### src/rtl/mask_key_tally.sv
// Per-bin tally of bright mask pixels inside a horizontal band. At the end of each frame
// it streams one report word per bin and then latches a pressed vector.
// Optional build macro MASK_KEY_TALLY_DEBOUNCE_EN makes a pressed bit also require the previous frame.
module mask_key_tally #(
  parameter int unsigned NUM_KEYS     = 16,
  parameter int unsigned KEY_WIDTH    = 64,
  parameter int unsigned V_TOP        = 300,
  parameter int unsigned V_BOTTOM     = 400,
  parameter int unsigned PRESS_THRESH = 200
) (
  input  logic                        clk_in,
  input  logic                        rst_in,
  input  logic                        data_valid_in,
  input  logic                        pixel_data_in,
  input  logic [10:0]                 hcount_in,
  input  logic [9:0]                  vcount_in,
  input  logic                        report_ready_in,
  output logic                        report_valid_out,
  output logic [$clog2(NUM_KEYS)-1:0] key_idx_out,
  output logic [15:0]                 key_count_out,
  output logic                        key_pressed_out,
  output logic [NUM_KEYS-1:0]         pressed_mask_out,
  output logic                        mask_update_out
);

  localparam int unsigned IDX_W     = $clog2(NUM_KEYS);
  localparam int unsigned KEY_SHIFT = $clog2(KEY_WIDTH);
  localparam int unsigned H_LIMIT   = NUM_KEYS * KEY_WIDTH;
  localparam logic [IDX_W-1:0] LAST_IDX = IDX_W'(NUM_KEYS - 1);

  typedef enum logic [1:0] {ACCUM, REPORT, WAIT_FRAME} state_t;

  state_t             state;
  logic               valid_q;
  logic               pixel_q;
  logic [10:0]        hcount_q;
  logic [9:0]         vcount_q;
  logic [15:0]        counters [NUM_KEYS];
  logic [NUM_KEYS-1:0] pending;
  logic [NUM_KEYS-1:0] over_thresh;
  logic [NUM_KEYS-1:0] pressed_now;
  logic [NUM_KEYS-1:0] mask_next;
  logic [IDX_W-1:0]   hit_bin;
  logic [IDX_W-1:0]   idx_plus;
  logic               hit;
  logic               frame_end;
  logic               frame_start;
  logic               handshake;
`ifdef MASK_KEY_TALLY_DEBOUNCE_EN
  logic [NUM_KEYS-1:0] history;
`endif

  // NOTE: sequential state always uses non-blocking (<=) so every flop samples pre-edge values.
  always_ff @(posedge clk_in) begin
    if (!rst_in) begin
      valid_q  <= 1'b0;
      pixel_q  <= 1'b0;
      hcount_q <= '0;
      vcount_q <= '0;
    end else begin
      valid_q  <= data_valid_in;
      pixel_q  <= pixel_data_in;
      hcount_q <= hcount_in;
      vcount_q <= vcount_in;
    end
  end

  // NOTE: every always_comb output gets a default first so no path can infer a latch.
  always_comb begin
    hit_bin     = IDX_W'(hcount_q >> KEY_SHIFT);
    hit         = valid_q && pixel_q
                  && (32'(vcount_q) >= V_TOP) && (32'(vcount_q) <= V_BOTTOM)
                  && (32'(hcount_q) < H_LIMIT);
    frame_end   = valid_q && (32'(vcount_q) > V_BOTTOM);
    frame_start = valid_q && (32'(vcount_q) < V_TOP);
    handshake   = report_valid_out && report_ready_in;
    idx_plus    = key_idx_out + IDX_W'(1);
    mask_next   = pending;
    mask_next[key_idx_out] = key_pressed_out;
    for (int i = 0; i < NUM_KEYS; i++) begin
      over_thresh[i] = 32'(counters[i]) >= PRESS_THRESH;
    end
`ifdef MASK_KEY_TALLY_DEBOUNCE_EN
    pressed_now = over_thresh & history;
`else
    pressed_now = over_thresh;
`endif
  end

  // The report word is registered; the pending vector collects decisions so the visible mask
  // only changes once the final word is accepted.
  always_ff @(posedge clk_in) begin
    if (!rst_in) begin
      state            <= WAIT_FRAME;
      report_valid_out <= 1'b0;
      key_idx_out      <= '0;
      key_count_out    <= '0;
      key_pressed_out  <= 1'b0;
      pressed_mask_out <= '0;
      mask_update_out  <= 1'b0;
      pending          <= '0;
      // NOTE: the counter array is reset explicitly because a fresh frame must start at zero.
      for (int i = 0; i < NUM_KEYS; i++) counters[i] <= '0;
`ifdef MASK_KEY_TALLY_DEBOUNCE_EN
      history          <= '0;
`endif
    end else begin
      mask_update_out <= 1'b0;
      case (state)
        ACCUM: begin
          if (frame_end) begin
            state            <= REPORT;
            report_valid_out <= 1'b1;
            key_idx_out      <= '0;
            key_count_out    <= counters[0];
            key_pressed_out  <= pressed_now[0];
            pending          <= '0;
          end else if (hit && (counters[hit_bin] != 16'hFFFF)) begin
            counters[hit_bin] <= counters[hit_bin] + 16'd1;
          end
        end
        REPORT: begin
          if (handshake) begin
            pending <= mask_next;
            if (key_idx_out == LAST_IDX) begin
              state            <= WAIT_FRAME;
              report_valid_out <= 1'b0;
              pressed_mask_out <= mask_next;
              mask_update_out  <= 1'b1;
              for (int i = 0; i < NUM_KEYS; i++) counters[i] <= '0;
`ifdef MASK_KEY_TALLY_DEBOUNCE_EN
              history          <= over_thresh;
`endif
            end else begin
              key_idx_out     <= idx_plus;
              key_count_out   <= counters[idx_plus];
              key_pressed_out <= pressed_now[idx_plus];
            end
          end
        end
        WAIT_FRAME: begin
          if (frame_start) state <= ACCUM;
        end
        default: state <= WAIT_FRAME;
      endcase
    end
  end

endmodule

### config.mk
export PLATFORM = sky130hd
export DESIGN_NAME = mask_key_tally
export DESIGN_NICKNAME = d
export VERILOG_FILES = /design/src/rtl/mask_key_tally.sv
export SDC_FILE = /design/constraint.sdc
export NUM_CORES = 1
export LEC_CHECK = 0
export BUFFER_PORTS_ARGS = -buffer_cell sky130_fd_sc_hd__buf_2
export CAP_MARGIN = 20
export CORE_MARGIN = 2
export CORE_UTILIZATION = 65
export DETAILED_ROUTE_END_ITERATION = 12
export GPL_TIMING_DRIVEN = 0
export PLACE_DENSITY_LB_ADDON = 0.1
export SLEW_MARGIN = 20
export SYNTH_ARGS = -nofsm -noshare
export SYNTH_HDL_FRONTEND = slang
export SYNTH_SLANG_ARGS = --single-unit
### constraint.sdc
create_clock -name clk_in -period 9.45 [get_ports clk_in]
set_input_delay 1.4175 -clock clk_in [delete_from_list [all_inputs] [get_ports clk_in]]
set_output_delay 1.4175 -clock clk_in [all_outputs]
set_load 0.02 [all_outputs]
# Word-level counts from Yosys, hierarchy flattened
# Memory sizes are Yosys's and may differ from the RTL's. A register that Yosys moved wholly into a read port is not among the register bits.
# Cells that the tools add are included.
op_classes:
  n_addsub: 2
  n_reduce_logical: 17
  bitwise_logic: 16
  eq_ne: 9
  n_mux: 60
  magnitude_cmp: 24
op_table:
  columns: ["op", "n"]
  rows:
  - ["$mux 16", 22]
  - ["$ge 16x8->1 const B", 16]
  - ["$pmux 16 s2", 2]
  - ["$mux 1", 20]
  - ["$mux 4", 5]
  - ["$add 16x1->16 const B", 1]
  - ["$bwmux 16", 1]
  - ["$ne 16x16->1 const B", 1]
  - ["$or 1x1->1", 16]
  - ["$reduce_or 16->1", 1]
  - ["$reduce_and 4->1", 3]
  - ["$lt 11x11->1 const B", 1]
  - ["$ge 10x9->1 const B", 1]
  - ["$gt 10x9->1 const B", 1]
  - ["$le 10x9->1 const B", 1]
  - ["$lt 10x9->1 const B", 1]
  - ["$lt 4x5->1 const B", 2]
  - ["$ne 2x2->1 const B", 5]
  - ["$logic_and 1x1->1", 9]
  - ["$mux 2", 4]
  - ["$pmux 4 s2", 1]
  - ["$pmux 2 s3", 1]
  - ["$reduce_and 3->1", 2]
  - ["$add 4x1->4 const B", 1]
  - ["other kinds (9)", 10]
totals:
  ram_bits: 256
  mem_count: 1
  output_inout_bits: 39
  elab_cells: 141
  reg_bits: 80
  input_bits: 26
memory_table:
  columns: ["name", "depth", "width", "read_ports", "rd_ports_with_merged_regs", "wr", "line_no", "rtl"]
  rows:
  - ["counters", 16, 16, 18, 1, 16, "38", "logic [15:0] counters [NUM_KEYS];"]

# Depth between registers and ports, before layout
logic_depth:
  ltp_word: 12
  mapped_depth: 16
  ltp_nobuf: 8

# Worst setup path after synthesis
# No wires, ideal clock.
synth_timing:
  path_kind: "reg2reg"
  startpoint: "register key_idx_out[0]"
  endpoint: "register key_count_out[6]"
  t_required_ns: 9.308
  synth_period_minus_slack_ns: 3.724
  n_path_buf: 5
  path_slack_ns: 5.726
  t_arrival_ns: 3.582
  path_stages_with_launch: 12
  setup_ns: 0.142
  path_cell_list: "dfxtp_1 -> clkbuf_1 -> clkbuf_1 -> inv_1 -> ha_1 -> clkbuf_1 -> buf_2 -> buf_1 -> mux4_2 -> mux4_2 -> nand2_1 -> a311oi_1"
synth_between:
  elab_chain_cells: 5
  word_cells_on_any_way: 8
  cone_classes: "1 x add/sub; 2 x eq/ne; 3 x mux; 1 x reduce/logical; 1 x memory"
synth_rtl:
  columns: ["item", "line_no", "rtl"]
  rows:
  - ["start, declared", "19", "output logic [$clog2(NUM_KEYS)-1:0] key_idx_out,"]
  - ["start signal, assigned", "135", "key_idx_out <= idx_plus;"]
  - ["$add 4x1->4", "77", "idx_plus = key_idx_out + IDX_W'(1);"]
  - ["$mem_v2 16x16", null, null]
  - ["$mux 16", "125", "if (key_idx_out == LAST_IDX) begin"]
  - ["$mux 16", "123", "if (handshake) begin"]
  - ["$pmux 16 s2", "109", "case (state)"]
  - ["end signal, assigned", "115", "key_count_out <= counters[0];"]
  - ["end signal, assigned", "136", "key_count_out <= counters[idx_plus];"]
  - ["end, declared", "20", "output logic [15:0] key_count_out,"]
# Several ways; a longest one is shown, not always the timed one. The select of a mux whose other input is x is not followed.
# A chain may end at the register's enable or synchronous reset.

==> impl_summary.txt <==
----------------------------------------------------
[Run status]
  Outcome ... completed

[Timing]
  Slew HR ... 0.291
  Setup skew after layout ... 0.0123 ns
  Final hold viol count ... 0
  Final setup fails ... 0
  Final total negative setup slack ... 0 ns
  Number of pins with negative max-slew slack in the final report ... 0
  Peak clock frequency supported by timing ... 0.177 GHz
  Period Utilization, post-route ... 0.598
  Worst-Margin Slew ... 1.06 ns
  Post-layout minimum cycle time ... 5.65 ns
  Setup repair after global routing missed its margin ... false

[Clock network]
  Num CTS Buffers ... 36
  Reg clk slew, reported paths ... 0.06 ns
  Clock sink total ... 329
  Clock root cell ... sky130_fd_sc_hd__clkbuf_16
  Count of instances resized after the clock tree is built ... 0
  Clock tree from TritonCTS ... built
  Maximum buffer depth of the clock tree ... 3
  Clock latency at the later pin of the worst-skew pair ... 0.52 ns
  CTS H-tree depth ... 2
  Post-CTS setup repair buffer count ... 0
  Number of buffers inserted for hold repair after clock tree synthesis ... 0

[Routing]
  Via total after detailed routing ... 12.7k
  Routed wire length ... 53.0 mm
  DRT antenna net count ... 0
  Vias per cell ... 7.17
  Count of unresolved DRC violations after routing ... 0
  Routed length per instance ... 29.9 µm
  Initial detailed-routing violation count ... 2,048
  First-pass DRT Iterations ... 7

[Power and ir drop]
  Net switching component of the power ... 0.803 mW
  Comb pwr share ... 0.084
  Leakage dissipation ... 6.54 nW
  Worst vdd ir ... 0.196 mV
  Switching share of power ... 0.238
  Power density over the cells ... 176 nW/µm²
  PnR Total Power ... 3.37 mW
  Sequential Power Share ... 0.485
  Clk pwr share ... 0.431
  Cell internal pwr ... 2.57 mW

[Placed design]
  Number of placed instances with taps included ... 1,707
  Final Wtd Congestion ... 1.02
  Final HPWL from detailed placement ... 39.2 mm
  Buffers added on ports ... 58

[GRT]
  Number of antenna violations at the first check in global routing ... 0
  Via count of the first global-routing pass ... 12.4k
  Remaining global-route overflow ... 0
  Wire length of the first global-routing pass ... 77.6 mm
  GRT Resource Usage Total ... 0.384
  Pin count of the biggest net entering global routing ... 17

[Worst hold path]
  Hold/Removal Path Class ... reg -> reg
  Worst hold path startpoint ... pressed_mask_out[15]
  Depth of the worst hold-timing path ... 2

[Floorplan]
  Die ar. ... 27,800 µm²
  Count of boundary I/O pins ... 65
  Core box area ... 26,100 µm²
  Die Wd ... 167 µm
  Die height ... 167 µm
  Effective utilization at floorplan ... 0.660
  Standard-cell rows ... 59

[Synthesis]
  Share of the yosys chip area belonging to registers ... 0.532
  Post-synth ARST share ... 0
  Main flop type after synthesis ... sky130_fd_sc_hd__edfxtp_1
  Post-synth net total ... 1,344
  Area share of the leading cell type in the synthesized netlist ... 0.447
  Mean area per synthesized cell ... 13.1 µm²
  Number of flip-flops and latches in the synthesized netlist ... 329
  Unique cell type count in the Yosys netlist ... 58
  Area leader, netlist ... sky130_fd_sc_hd__edfxtp_1
  Top cells by area, synth ... sky130_fd_sc_hd__edfxtp_1, sky130_fd_sc_hd__mux4_2, sky130_fd_sc_hd__dfxtp_1
  Count of warnings emitted by yosys ... 0
  Count of flip-flops with a built-in enable after synthesis ... 256
  Post-synth design cell area ... 17,200 µm²
  Post-synthesis instance total ... 1,313

[Finish]
  Fraction of final layout cells sized beyond drive strength 1 ... 0.253
  Number of diodes ... 0
  Number of filler instances in the final layout ... 1,742
  Post-layout instance count excluding filler cells ... 1,770
  NumNets Final ... 1,441
  FF+latch area ... 9150 µm²
  Commonest non-fill, non-tap cell in the layout ... sky130_fd_sc_hd__nor2_1
  Area Overhead vs Synth ... 11.3%
  Multi-input gate area in the final layout ... 7330 µm²
  Top library cells by usage in the layout, fill and taps aside ... sky130_fd_sc_hd__nor2_1, sky130_fd_sc_hd__edfxtp_1, sky130_fd_sc_hd__mux4_2, sky130_fd_sc_hd__buf_2, sky130_fd_sc_hd__nand2_1

[Critical path]
  Type of element launching the critical path ... flip-flop
  Worst R2R Start ... hcount_q[7]
  Count of cells along the worst register-to-register path ... 15
  Sort of element at the end of the critical path ... flip-flop
  Critical-path maximum fanout ... 16
  Data required time at the worst endpoint ... 9.49 ns
  CP arrival ... 5.69 ns
  Crit Path Category ... reg -> reg
  Timing startpoint of the critical path ... hcount_q[7]

[Flow run]
  Max_cap viols ... 0

----------------------------------------------------
## registers in the layout (all words and copies together), names as in the netlist, 2 cells and up
name / flops
counters: 256
hcount_q: 5
key_count_out: 16
key_idx_out: 4
pending: 15
pressed_mask_out: 16
state: 2
vcount_q: 10
## kinds of logic (layout without fill, tap and decap cells)
| family | count (synthesis) | after routing | share of synthesized area |
|---|---|---|---|
| AO/OA/AOI/OAI | 139 | 139 | 0.0670 |
| XOR/XNOR | 16 | 16 | 0.0108 |
| adder cells (fa/ha/maj) | 5 | 5 | 0.00364 |
| buffers and inverters | 113 | 235 | 0.0431 |
| flip-flops | 329 | 329 | 0.532 |
| multiplexers | 166 | 166 | 0.204 |
| AND/OR/NAND/NOR | 545 | 545 | 0.140 |
## area by class of cell
cell class                 instances  share of cell area
tap                              335              0.0219
clock inverter                    19              0.0115
sequential                       329               0.478
inverter                           5            0.000980
clock buffer                      44              0.0514
buffer                           108              0.0378
timing repair buffer              59              0.0157
multi-input combinational        871               0.383
## worst paths after layout
path / endpoint / slack [ns]
worst max register to register: counters[9][14] / 3.80
worst min-delay path: pressed_mask_out[15] / 0.48
worst min register to register: pressed_mask_out[15] / 0.48
worst max-delay path: counters[9][14] / 3.80
## per-stage QoR
| step | utilization | hold WS, ns | setup WS [ns] | cell area [µm²] |
|---|---|---|---|---|
| floorplan | - | 0.454 | 5.73 | 17200 |
| global placement | 0.688 | 0.464 | 4.14 | 17900 |
| detailed placement | 0.689 | 0.478 | 4.13 | 17900 |
| CTS | 0.735 | 0.485 | 4.09 | 19200 |
| global route | 0.735 | 0.519 | 3.84 | 19200 |
| finish | 0.735 | 0.482 | 3.80 | 19200 |
## cells in the mapped netlist, types with 3 or more instances
cell and n:
sky130_fd_sc_hd__mux2i_1 18, sky130_fd_sc_hd__o21ai_2 6, sky130_fd_sc_hd__and2_1 18, sky130_fd_sc_hd__buf_12 6
sky130_fd_sc_hd__nand2b_1 5, sky130_fd_sc_hd__or3_1 3, sky130_fd_sc_hd__nand3_1 13, sky130_fd_sc_hd__nor2_2 4
sky130_fd_sc_hd__dfxtp_1 73, sky130_fd_sc_hd__nor4_1 25, sky130_fd_sc_hd__clkbuf_1 50, sky130_fd_sc_hd__buf_6 21
sky130_fd_sc_hd__edfxtp_1 256, sky130_fd_sc_hd__o21ai_0 3, sky130_fd_sc_hd__nand4_1 11, sky130_fd_sc_hd__nand2_2 7
sky130_fd_sc_hd__nor2_1 333, sky130_fd_sc_hd__a21oi_1 23, sky130_fd_sc_hd__inv_1 4, sky130_fd_sc_hd__buf_4 3
sky130_fd_sc_hd__xnor2_2 6, sky130_fd_sc_hd__a22oi_1 30, sky130_fd_sc_hd__a211oi_1 16, sky130_fd_sc_hd__buf_1 3
sky130_fd_sc_hd__o21ai_4 10, sky130_fd_sc_hd__o311ai_0 16, sky130_fd_sc_hd__nand2_1 76, sky130_fd_sc_hd__nand4b_1 8
sky130_fd_sc_hd__a21o_1 3, sky130_fd_sc_hd__o41ai_1 8, sky130_fd_sc_hd__buf_2 23, sky130_fd_sc_hd__ha_1 5
sky130_fd_sc_hd__nor3_1 23, sky130_fd_sc_hd__nor2b_1 8, sky130_fd_sc_hd__xnor2_1 9, sky130_fd_sc_hd__a311oi_1 16
sky130_fd_sc_hd__mux4_2 145
## critical path: stages (launching register included)
cell	delay, ns
sky130_fd_sc_hd__dfxtp_1	0.34
sky130_fd_sc_hd__buf_6	0.21
sky130_fd_sc_hd__buf_8	0.22
sky130_fd_sc_hd__buf_6	0.23
sky130_fd_sc_hd__buf_6	0.22
sky130_fd_sc_hd__mux4_2	0.29
sky130_fd_sc_hd__a22oi_1	0.13
sky130_fd_sc_hd__nand2_4	0.19
sky130_fd_sc_hd__clkbuf_1	0.64
sky130_fd_sc_hd__ha_1	0.34
sky130_fd_sc_hd__nand3_2	0.22
sky130_fd_sc_hd__or3_1	0.49
sky130_fd_sc_hd__buf_6	0.18
sky130_fd_sc_hd__o21ai_2	0.44
sky130_fd_sc_hd__buf_2	0.39
sky130_fd_sc_hd__nand2_1	0.63
## routing by layer
layer / vias up / GRT usage / wire length [µm]
met4: 0 / 0.230 / 3870
met5: - / 0 / 0
li1: 5223 / - / -
met2: 1097 / 0.594 / 24200
met1: 6142 / 0.492 / 17900
met3: 226 / 0.103 / 7020
## power by group through the flow
| stage | Clock, mW | Combinational, mW | Sequential [mW] |
|---|---|---|---|
| 2_1_floorplan | 0 | 0.183 | 1.65 |
| 6_report | 1.45 | 0.285 | 1.64 |
| 3_3_place_gp | 0 | 0.273 | 1.66 |
| 4_1_cts | 1.44 | 0.278 | 1.63 |
| 5_1_grt | 1.50 | 0.293 | 1.64 |
| 3_5_place_dp | 0 | 0.277 | 1.66 |
No activity file was read; power rests on OpenSTA's default activity.
